[src/rtl/mem_arb_pkg.sv]
// mem_arb_pkg: shared types and constants for the two-port RAM arbiter.
package mem_arb_pkg;

  typedef enum logic [1:0] {
    IDLE   = 2'd0,
    ACCESS = 2'd1,
    RESP   = 2'd2
  } state_t;

  typedef logic port_t;

  localparam port_t PORT_IF = 1'b0;
  localparam port_t PORT_DM = 1'b1;

endpackage

[src/rtl/rr_arbiter2.sv]
// rr_arbiter2: combinational two-way grant, round-robin or fixed priority.
// The history (last_grant) is owned by the caller so this block stays stateless.
module rr_arbiter2
  import mem_arb_pkg::*;
#(
  parameter int FIXED_PRIO = 0
) (
  input  logic       valid0,
  input  logic       valid1,
  input  logic       last_grant,
  output logic [1:0] grant
);

  // Sole requester wins; on a tie, port 0 under fixed priority, else the port not served last.
  always_comb begin
    grant = 2'b00;
    if (valid0 && valid1) begin
      if ((FIXED_PRIO != 0) || (last_grant == PORT_DM)) grant = 2'b01;
      else                                              grant = 2'b10;
    end else if (valid0) begin
      grant = 2'b01;
    end else if (valid1) begin
      grant = 2'b10;
    end
  end

endmodule

[src/rtl/mem_arbiter.sv]
// mem_arbiter: shares one single-port RAM (async read, sync write) between the
// instruction-fetch port (0) and the load/store port (1). Every access takes
// three cycles: IDLE (arbitrate and accept), ACCESS (drive RAM), RESP (pulse).
module mem_arbiter
  import mem_arb_pkg::*;
#(
  parameter int WIDTH      = 32,
  parameter int ADDR_WIDTH = 10,
  parameter int FIXED_PRIO = 0
) (
  input  logic                  clk,
  input  logic                  reset,
  input  logic                  req0_valid,
  output logic                  req0_ready,
  input  logic                  req0_write,
  input  logic [ADDR_WIDTH-1:0] req0_addr,
  input  logic [WIDTH-1:0]      req0_wdata,
  output logic                  resp0_valid,
  output logic [WIDTH-1:0]      resp0_rdata,
  input  logic                  req1_valid,
  output logic                  req1_ready,
  input  logic                  req1_write,
  input  logic [ADDR_WIDTH-1:0] req1_addr,
  input  logic [WIDTH-1:0]      req1_wdata,
  output logic                  resp1_valid,
  output logic [WIDTH-1:0]      resp1_rdata,
  output logic                  mem_write,
  output logic [ADDR_WIDTH-1:0] mem_addr,
  output logic [WIDTH-1:0]      mem_wdata,
  input  logic [WIDTH-1:0]      mem_rdata
);

  typedef struct packed {
    logic                  write;
    logic [ADDR_WIDTH-1:0] addr;
    logic [WIDTH-1:0]      wdata;
    port_t                 port;
  } cmd_t;

  state_t     state;
  cmd_t       cmd;
  cmd_t       next_cmd;
  logic       last_grant;
  logic [1:0] grant;
  logic       accepting;

  rr_arbiter2 #(
    .FIXED_PRIO (FIXED_PRIO)
  ) u_arb (
    .valid0     (req0_valid),
    .valid1     (req1_valid),
    .last_grant (last_grant),
    .grant      (grant)
  );

  // reset is active-low: readies are forced low while it is asserted even though state reads IDLE.
  assign accepting  = reset && (state == IDLE);
  assign req0_ready = accepting && grant[0];
  assign req1_ready = accepting && grant[1];

  // cmd.write is cleared on leaving ACCESS, so both terms only rise together and fall together.
  assign mem_write = (state == ACCESS) && cmd.write;
  assign mem_addr  = cmd.addr;
  assign mem_wdata = cmd.wdata;

  // Select the granted port's request fields as the candidate command.
  always_comb begin
    next_cmd.write = req0_write;
    next_cmd.addr  = req0_addr;
    next_cmd.wdata = req0_wdata;
    next_cmd.port  = PORT_IF;
    if (grant[1]) begin
      next_cmd.write = req1_write;
      next_cmd.addr  = req1_addr;
      next_cmd.wdata = req1_wdata;
      next_cmd.port  = PORT_DM;
    end
  end

  // Access sequencer: accept in IDLE, drive the RAM in ACCESS, pulse the response in RESP.
  always_ff @(posedge clk or negedge reset) begin
    if (!reset) begin
      state       <= IDLE;
      cmd         <= '0;
      last_grant  <= PORT_DM;
      resp0_valid <= 1'b0;
      resp1_valid <= 1'b0;
      resp0_rdata <= '0;
      resp1_rdata <= '0;
    end else begin
      case (state)
        IDLE: begin
          if (req0_ready || req1_ready) begin
            cmd        <= next_cmd;
            last_grant <= next_cmd.port;
            state      <= ACCESS;
          end
        end
        ACCESS: begin
          // The RAM commits a write at this same edge; mem_rdata still shows the old word.
          cmd.write <= 1'b0;
          if (cmd.port == PORT_IF) begin
            resp0_valid <= 1'b1;
            resp0_rdata <= mem_rdata;
          end else begin
            resp1_valid <= 1'b1;
            resp1_rdata <= mem_rdata;
          end
          state <= RESP;
        end
        RESP: begin
          resp0_valid <= 1'b0;
          resp1_valid <= 1'b0;
          state       <= IDLE;
        end
        default: begin
          state <= IDLE;
        end
      endcase
    end
  end

endmodule
[config.mk]
export PLATFORM = sky130hd
export DESIGN_NAME = mem_arbiter
export DESIGN_NICKNAME = d
export VERILOG_FILES = /design/src/rtl/mem_arb_pkg.sv /design/src/rtl/rr_arbiter2.sv /design/src/rtl/mem_arbiter.sv
export SDC_FILE = /design/constraint.sdc
export NUM_CORES = 1
export LEC_CHECK = 0
export ABC_CLOCK_PERIOD_IN_PS = 1550
export BUFFER_PORTS_ARGS = -buffer_cell sky130_fd_sc_hd__clkbuf_2
export CAP_MARGIN = 20
export CORE_MARGIN = 5
export CORE_UTILIZATION = 42
export DETAILED_ROUTE_END_ITERATION = 16
export GPL_TIMING_DRIVEN = 0
export PLACE_DENSITY = 0.73
export SYNTH_ARGS = -nofsm -noshare
export SYNTH_HDL_FRONTEND = slang
export SYNTH_SLANG_ARGS = --single-unit
[constraint.sdc]
create_clock -name clk -period 1.55 [get_ports clk]
set_input_delay 0.31 -clock clk [delete_from_list [all_inputs] [get_ports clk]]
set_output_delay 0.31 -clock clk [all_outputs]
set_load 0.02 [all_outputs]
==> results of run 1 <==
per-stage QoR:
stage / hold WS, ns / instance area [sq um] / setup slack (ns)
after floorplan: 0.0144 / 4990 / 0.000487
after global placement: 0.465 / 6330 / -2.47
after detailed placement: 0.474 / 6340 / -1.01
after CTS: -0.185 / 7290 / -0.281
after global routing: -0.176 / 7810 / -0.342
final: -0.177 / 7810 / -0.259
worst min path at each step:
stage	to	slack [ns]	depth (start not counted)
finish	resp0_rdata[10]	-0.18	1
global route	resp0_rdata[10]	-0.18	1
CTS	mem_wdata[28]	-0.18	1
detailed placement	resp0_rdata[26]	0.47	1
global placement	last_grant	0.47	2
floorplan	cmd[0]	0.01	0
area by class of cell:
class,count,area (sq um)
clock buffers,22,464
flip-flops and latches,113,2830
plain buffers,66,633
clock inverters,10,86.3
fillers,865,3710
inverters,4,17.5
well taps,143,179
repair buffers,266,1700
multi-input cells,172,1890
what timing repair did:
| action | CTS | global route |
|---|---|---|
| resized for setup | 57 | 66 |
| endpoints found under the hold margin | 112 | 112 |
| setup buffers | 12 | 11 |
| pin swaps | 4 | 9 |
| gates cloned | 4 | 7 |
| endpoints found under the setup margin | 86 | 106 |
logic make-up after synthesis:
| kind of cell | Yosys count | share of synthesized area [%] |
|---|---|---|
| buffers and inverters | 71 | 10.4 |
| muxes | 64 | 14.4 |
| DFF | 113 | 56.7 |
| and+or+nand+nor | 59 | 8.13 |
| AOI/OAI and AO/OA | 49 | 10.3 |
sequential cells by signal, summed over array words and instances (netlist names):
| signal | count |
|---|---|
| resp1_rdata | 32 |
| last_grant | 1 |
| mem_wdata | 32 |
| resp0_rdata | 32 |
| resp0_valid | 1 |
| cmd | 2 |
| mem_addr | 10 |
| resp1_valid | 1 |
| state | 2 |
power by group through the flow:
stage	logic, mW	registers, mW	clock network (mW)
finish	5.87	4.94	3.57
global route	6.23	5.08	3.79
CTS	5.47	4.88	3.65
detailed placement	5.20	4.90	0
global placement	5.10	4.84	0
floorplan	2.27	5.87	0
worst register-to-register path, delay by kind of cell, from the launching register on:
| family | cells | cell delay [ns] |
|---|---|---|
| AND/OR/NAND/NOR | 2 | 0.42 |
| buffers and inverters | 3 | 0.43 |
| flip-flops | 1 | 0.43 |
| multiplexers | 1 | 0.32 |
routing by layer:
layer | wire length (um) | GRT usage [%] | vias up | part of all wire, %
met5 | 0 | 0 | - | 0
met4 | 192 | 6.59 | 0 | 1.3
met3 | 1250 | 7.73 | 15 | 8.6
met2 | 7130 | 32.1 | 182 | 49
met1 | 5910 | 23.8 | 1923 | 41
li1 | - | - | 1848 | -
synthesized netlist by cell type:
cell	count	share of area [%]
nor3_1	1	0.10
nor2_1	1	0.075
nand4bb_4	1	0.55
o221a_2	42	9.5
mux2_2	33	7.4
nor2b_4	1	0.28
o21ai_0	2	0.20
inv_1	4	0.30
a22oi_1	1	0.15
dfstp_2	1	0.53
a31oi_1	1	0.13
a21oi_1	2	0.20
or2_0	1	0.13
or3_1	42	5.3
nor4b_1	1	0.18
nand4b_1	1	0.18
buf_4	44	6.6
nand3_2	1	0.20
and2_2	1	0.15
and2_1	3	0.38
nand2_2	1	0.13
clkbuf_1	8	0.60
nand2b_1	1	0.13
nor3b_2	1	0.25
dfrtp_1	112	56
nand2_1	2	0.15
buf_2	4	0.40
mux2_1	31	7.0
a21boi_0	1	0.15
buf_6	11	2.5
==> flow_summary.toml, run 1 <==
[finish]
areaGrowthSynthToFinish_pct = 56.5
n_antenna_cell = 0
drive_gt1_share_pct = 71.1
fin_util_pct = 67.8
mostFrequentLayoutCell = "clkbuf_2"
layout_common_cells = "clkbuf_2, dfrtp_1, buf_4, or3_1, o221a_2"
fin_nets = 762
stdcell_count = 796

[power_and_ir_drop]
power_density_nw_per_um2 = 1840
peakVddDrop_mv = 0.748
internal-power_mw = 9.31
p_clk_share_pct = 24.8
seq_power_share_pct = 34.3
comb_power_share_pct = 40.8
p_switching_mw = 5.07
p_sw_share_pct = 35.2
finalPower_mw = 14.4
p_leak_nw = 3.81

[synth]
netlist_area_sq_um = 4990
synth_nets = 478
synth-seq-area-share_pct = 56.7
syn_inst = 356
avgSynthCellArea_sq_um = 14.0
synth.distinct_cells = 30
ys_ff_latch = 113
yosysWarnings = 0

[critical_path]
critPathArrivalTime_ns = 1.50
cp_common_cell = "buf_8"
r2r_cells = 6
rr_endpoint = "resp0_rdata[18]"
reg2reg_setup_slack_ns = -0.16
cpMaxStageDelayCell = "dfrtp_2"
endpoint_kind = "primary output"
path_max_fanout = 3
path_cells = "nor3b_4 -> nand3_4 -> buf_8 -> inv_4 -> buf_8"
worstPathRequired_ns = 1.24
cp-start-kind = "flip-flop"
reg2reg_from = "state[1]"
crit_cells = 5
cp-endpoint = "req0_ready"
cp-startpoint = "state[1]"
max_stage_delay_ns = 0.43
critical_path_class = "reg2out"
critPathTopFamily = "flip-flops"
crit_buf_inv = 3

[cts]
htree_levels = 4
clock_latency_ns = 0.40
cts_tree = "built"
cts_root_buf = "clkbuf_16"
clk_pin_slew_ns = 0.05
clock_path_buffers = 2
cts-buffers-inserted = 17
cts.sinks = 113

[floorplanning]
initial_core_util_pct = 43.3
core-area_sq_um = 11500
die_area_sq_um = 14200
ios = 233
rows = 39
die_h_um = 119
die_x_um = 119

[global_routing]
overflow = 0
track_usage_pct = 19.6
grt_pass1_wl_um = 22100
grt_antenna_before_repair = 0
grt_pass1_vias = 4331
grt_max_degree = 59

[sta]
timing.final.ws_setup_ns = -0.259
hold_viol_final = 112
fin_worst_skew_ns = 0.0104
tightest_slew_ns = 0.473
fin_hold_ws_ns = -0.177
min_period_ns = 1.81
final_max_slew_viol_count = 0
finalCritPeriodShare_pct = 117
final-setup-viol-count = 100
finalSetupTns_ns = -10.46
rsz0062_at_grt = "yes"
slew_headroom_pct = 68.5
fmax_mhz = 553

[outcome]
status = "finished with violations"
violations = "hold timing, setup timing"

[placement]
io_buffer_count = 232
routabilityCongestion = 0.758
place_inst = 731
dpl.hpwl_um = 9740

[drt]
drt_iter0_drc = 188
drc = 0
num_vias = 3968
wirelength_um = 14500
wl_per_cell_um = 18.2
routed_via_density = 4.98
ant_nets = 0
drt_pass1_iterations = 4

[run]
maxCapViolations = 0

[min_path]
hold_path_class = "in2async"
Note: power is estimated with default switching activity, not from simulation.
==> run 2, diff against run 1 <==
Settings changed: RECOVER_POWER from default to 100.
==> run 2 against run 1 <==
The run still ends with hold timing, setup timing left. First-iteration DRC count up 3.2%. Combinational power down 5.1%. Design area down 1.9%. Non-clock buffer count unchanged. Highest routed layer unchanged. Maximum frequency about the same. Cell count unchanged. Worst setup slack worse by 0.00078 ns. Flip-flop and latch count unchanged.
==> flow_summary.toml, run 2 (synthesis gave the netlist of run 1 again) <==
[floorplanning]
die_h_um = 119
core-area_sq_um = 11500
die_x_um = 119
initial_core_util_pct = 43.3
rows = 39
ios = 233
die_area_sq_um = 14200

[critical_path]
reg2reg_setup_slack_ns = -0.16
cp-start-kind = "flip-flop"
rr_endpoint = "resp0_rdata[18]"
r2r_cells = 6
reg2reg_from = "state[1]"
path_max_fanout = 3
critPathArrivalTime_ns = 1.50
endpoint_kind = "primary output"
critical_path_class = "reg2out"
worstPathRequired_ns = 1.24

[power_and_ir_drop]
p_leak_nw = 3.49
peakVddDrop_mv = 0.741
finalPower_mw = 14.1
power_density_nw_per_um2 = 1840

[sta]
final-setup-viol-count = 107
rsz0062_at_grt = "yes"
tightest_slew_ns = 1.47
fmax_mhz = 552
fin_hold_ws_ns = -0.178
min_period_ns = 1.81
final_max_slew_viol_count = 0
finalCritPeriodShare_pct = 117
hold_viol_final = 54
slew_headroom_pct = 1.89
fin_worst_skew_ns = 0.0102
timing.final.ws_setup_ns = -0.260

[drt]
drt_iter0_drc = 194
wl_per_cell_um = 18.3
drt_pass1_iterations = 4
drc = 0
ant_nets = 0
num_vias = 3999
routed_via_density = 5.02
wirelength_um = 14600

[finish]
multiInputGateArea_sq_um = 1890
stdcell_count = 796
mostFrequentLayoutCell = "clkbuf_2"
register_area_sq_um = 2830
n_antenna_cell = 0
fillerInstances = 930
drive_gt1_share_pct = 54.7
fin_area_sq_um = 7660
layout_common_cells = "clkbuf_2, clkbuf_1, dfrtp_1, buf_4, or3_1"
fin_util_pct = 66.5
areaGrowthSynthToFinish_pct = 53.6
fin_nets = 762

[cts]
htree_levels = 4
clock_latency_ns = 0.40
cts_tree = "built"
clock_path_buffers = 2
cts-buffers-inserted = 17
cts_root_buf = "clkbuf_16"
clk_pin_slew_ns = 0.05
cts.sinks = 113

[placement]
place_area_sq_um = 6340
routabilityCongestion = 0.758
place_inst = 731
dpl.hpwl_um = 9740
io_buffer_count = 232

[global_routing]
grt_max_degree = 59
overflow = 0
grt_antenna_before_repair = 0
grt_pass1_vias = 4331
track_usage_pct = 19.6
grt_pass1_wl_um = 22100

[outcome]
status = "finished with violations"
violations = "hold timing, setup timing"

[min_path]
hold_path_class = "in2async"

[run]
maxCapViolations = 0
==> run 2: cell count changes in the layout (fill, tap and decap cells not counted) <==
cell	delta
buf_4	-3
clkbuf_4	+2
clkbuf_1	+107
clkbuf_2	-105
clkbuf_8	-1
==> run 2: layer usage <==
| layer | wire length (um) | vias to the layer above | share of wire, % | track usage (%) |
|---|---|---|---|---|
| met3 | 1300 | 15 | 8.9 | 7.73 |
| met4 | 191 | 0 | 1.3 | 6.59 |
| met2 | 7170 | 190 | 49 | 32.1 |
| li1 | - | 1849 | - | - |
| met1 | 5910 | 1945 | 41 | 23.8 |
| met5 | 0 | - | 0 | 0 |
==> run 2: area by class of cell <==
cell class	count	area share, %
flip-flops and latches	113	37.0
multi-input cells	172	24.7
repair buffers	266	20.3
plain buffers	66	8.26
clock buffers	22	6.06
well taps	143	2.34
clock inverters	10	1.13
inverters	4	0.229
==> run 2: worst max path at each step <==
stage	startpoint	end	slack, ns	depth (start not counted)
global route	state[1]	req0_ready	-0.34	5
CTS	state[0]	req0_ready	-0.28	5
detailed placement	reset	req0_ready	-1.01	6
global placement	reset	req0_ready	-2.47	6
finish	state[1]	req0_ready	-0.26	5
floorplan	state[1]	req0_ready	0.0005	4
==> run 2: critical path: stages (launching register included) <==
cell     delay, ns
dfrtp_2       0.43
nor3b_4       0.28
nand3_4       0.12
buf_8         0.14
inv_4         0.04
buf_8         0.10
==> run 2: repair_timing <==
item,in CTS,in global routing
setup endpoints to repair,86,106
resized for setup,57,66
setup buffers,12,11
cloned,4,7
endpoints found under the hold margin,112,112
pin swaps,4,9
==> run 2: where the power goes <==
group	leakage [nW]	total, mW	switching, mW	internal, mW
combinational	1.93	5.57	3.04	2.53
clock	0.266	3.56	1.29	2.27
sequential	1.29	4.93	0.743	4.19
total	3.49	14.1	5.07	8.99
==> run 2: per-stage QoR <==
| stage | setup TNS, ns | worst slack, ns |
|---|---|---|
| 6_report | -10.95 | -0.260 |
| 5_1_grt | -17.20 | -0.342 |
| 4_1_cts | -5.06 | -0.281 |
| 3_5_place_dp | -41.65 | -1.01 |
| 3_3_place_gp | -272.82 | -2.47 |
| 2_1_floorplan | 0 | 0.000487 |
==> run 3, diff against run 2 <==
Settings changed: ABC_CLOCK_PERIOD_IN_PS 1550 to 1800, CORE_UTILIZATION 42 to 45, PLACE_DENSITY 0.73 to 0.75.
Clock period 1.55 ns to 1.8 ns, I/O delays scaled along.
==> run 3 against run 2 <==
The run still ends with hold timing, setup timing left. Highest routed layer unchanged. Register-to-register slack better by 0.15 ns. Largest cell class unchanged. Clock power decreased by 19%. Flip-flop and latch count did not move. First-iteration DRC count fell by 10%. Cell count fell by 2.6%. Worst setup slack better by 0.17 ns. Die area is 6.1% lower. Global-route usage up 1.0 points. Critical path type unchanged. Design area decreased by 8.9%. Hold slack got worse by 0.050 ns.
==> flow_summary.toml, run 3 (synthesis gave the netlist of run 1 again) <==
[outcome]
status = "finished with violations"
violations = "hold timing, setup timing"

[critical_path]
cp-endpoint = "req1_ready"
reg2reg_setup_slack_ns = -0.01
r2r_cells = 7
cpMaxStageDelayCell = "dfrtp_2"
rr_endpoint = "resp0_rdata[19]"
crit_cells = 4
cp_common_cell = "buf_8"
reg2reg_from = "state[1]"
cp-startpoint = "state[0]"
critPathTopFamily = "flip-flops"
crit_buf_inv = 2
critPathArrivalTime_ns = 1.53
path_cells = "nand4bb_4 -> buf_8 -> nor2_4 -> buf_8"
worstPathRequired_ns = 1.44
path_max_fanout = 3
endpoint_kind = "primary output"
max_stage_delay_ns = 0.43
critical_path_class = "reg2out"
cp-start-kind = "flip-flop"

[power_and_ir_drop]
internal-power_mw = 7.12
p_leak_nw = 3.13
p_sw_share_pct = 37.5
seq_power_share_pct = 36.9
p_clk_share_pct = 25.2
peakVddDrop_mv = 0.867
p_switching_mw = 4.27
finalPower_mw = 11.4
power_density_nw_per_um2 = 1630
comb_power_share_pct = 37.9

[drt]
ant_nets = 0
drt_pass1_iterations = 4
wl_per_cell_um = 17.6
num_vias = 3877
drt_iter0_drc = 174
wirelength_um = 13600
routed_via_density = 5.00
drc = 0

[floorplanning]
initial_core_util_pct = 46.0
ios = 233
core-area_sq_um = 10800
rows = 38
die_x_um = 115
die_h_um = 115
die_area_sq_um = 13300

[placement]
pre_cts_ws_ns = -0.857
io_buffer_count = 232
place_inst = 728
routabilityCongestion = 0.809
dpl.hpwl_um = 10000

[sta]
final-setup-viol-count = 7
rsz0062_at_grt = "yes"
slew_headroom_pct = 5.98
min_period_ns = 1.89
hold_viol_final = 55
fin_hold_ws_ns = -0.228
timing.final.ws_setup_ns = -0.0855
fin_worst_skew_ns = 0.00913
fmax_mhz = 530
finalSetupTns_ns = -0.210
tightest_slew_ns = 1.41
final_max_slew_viol_count = 0
finalCritPeriodShare_pct = 105

[finish]
fin_nets = 745
fillerInstances = 897
drive_gt1_share_pct = 50.4
mostFrequentLayoutCell = "clkbuf_2"
stdcell_count = 775
areaGrowthSynthToFinish_pct = 40.0
n_antenna_cell = 0
layout_common_cells = "clkbuf_2, clkbuf_1, dfrtp_1, buf_4"

[cts]
clock_latency_ns = 0.49
cts.sinks = 113
cts-buffers-inserted = 17
cts_root_buf = "clkbuf_8"
htree_levels = 4
cts_tree = "built"
clock_path_buffers = 2
clk_pin_slew_ns = 0.06

[global_routing]
grt_pass1_vias = 4277
grt_antenna_before_repair = 0
grt_pass1_wl_um = 21400
grt_max_degree = 59
overflow = 0
track_usage_pct = 20.6

[run]
maxCapViolations = 0

[min_path]
hold_path_class = "in2async"
[run 3: worst min-delay path by stage]
| stage | from | end | slack, ns | cells past startpoint |
|---|---|---|---|---|
| finish | reset | resp0_rdata[14] | -0.23 | 1 |
| global route | reset | resp0_rdata[14] | -0.23 | 1 |
| CTS | reset | resp0_rdata[10] | -0.24 | 1 |
| detailed placement | resp0_rdata[16] | resp0_rdata[16] | 0.48 | 1 |
| global placement | last_grant | last_grant | 0.46 | 2 |
| floorplan | reset | cmd[0] | 0.06 | 0 |
[run 3: layer usage]
| layer | track usage (%) | wire length (um) | vias to the layer above | part of all wire [%] |
|---|---|---|---|---|
| met5 | 0 | 0 | - | 0 |
| met2 | 35.1 | 6590 | 169 | 48 |
| met4 | 4.93 | 63 | 0 | 0.46 |
| li1 | - | - | 1816 | - |
| met1 | 25.4 | 5650 | 1888 | 41 |
| met3 | 7.11 | 1330 | 4 | 9.7 |
[run 3: cell type report]
type	count	area, sq um	share of cell area (%)
Clock buffer	18	428	6.13
Inverter	4	15.0	0.215
Sequential cell	113	2830	40.5
Tap cell	140	175	2.51
Timing Repair Buffer	250	1240	17.8
Buffer	65	529	7.58
Clock inverter	13	90.1	1.29
Multi-Input combinational cell	172	1670	23.9
[run 3: power groups by stage]
stage	Combinational, mW	Sequential [mW]	Clock (mW)
2_1_floorplan	1.96	5.06	0
3_3_place_gp	4.38	4.18	0
3_5_place_dp	4.49	4.24	0
4_1_cts	4.57	4.21	2.93
5_1_grt	4.64	4.34	3.05
6_report	4.31	4.21	2.87
[run 3: metrics by stage]
step	cell area, sq um	utilization (%)
finish	6980	64.4
global route	6980	64.4
CTS	7020	64.7
detailed placement	6330	58.4
global placement	6320	58.3
floorplan	4990	-
[run 3: worst register-to-register path, stage by stage (launching register included)]
cell,delay (ns)
dfrtp_2,0.43
buf_4,0.16
nor2b_4,0.11
clkbuf_1,0.18
and2_4,0.17
buf_8,0.15
buf_12,0.14
mux2_1,0.33
[run 3: timing repair]
item | CTS | global route
cloned | 1 | 2
endpoints found under the hold margin | 112 | 112
setup endpoints to repair | 43 | 29
pin swaps | 3 | 3
buffers inserted | 9 | 6
resized for setup | 21 | 13
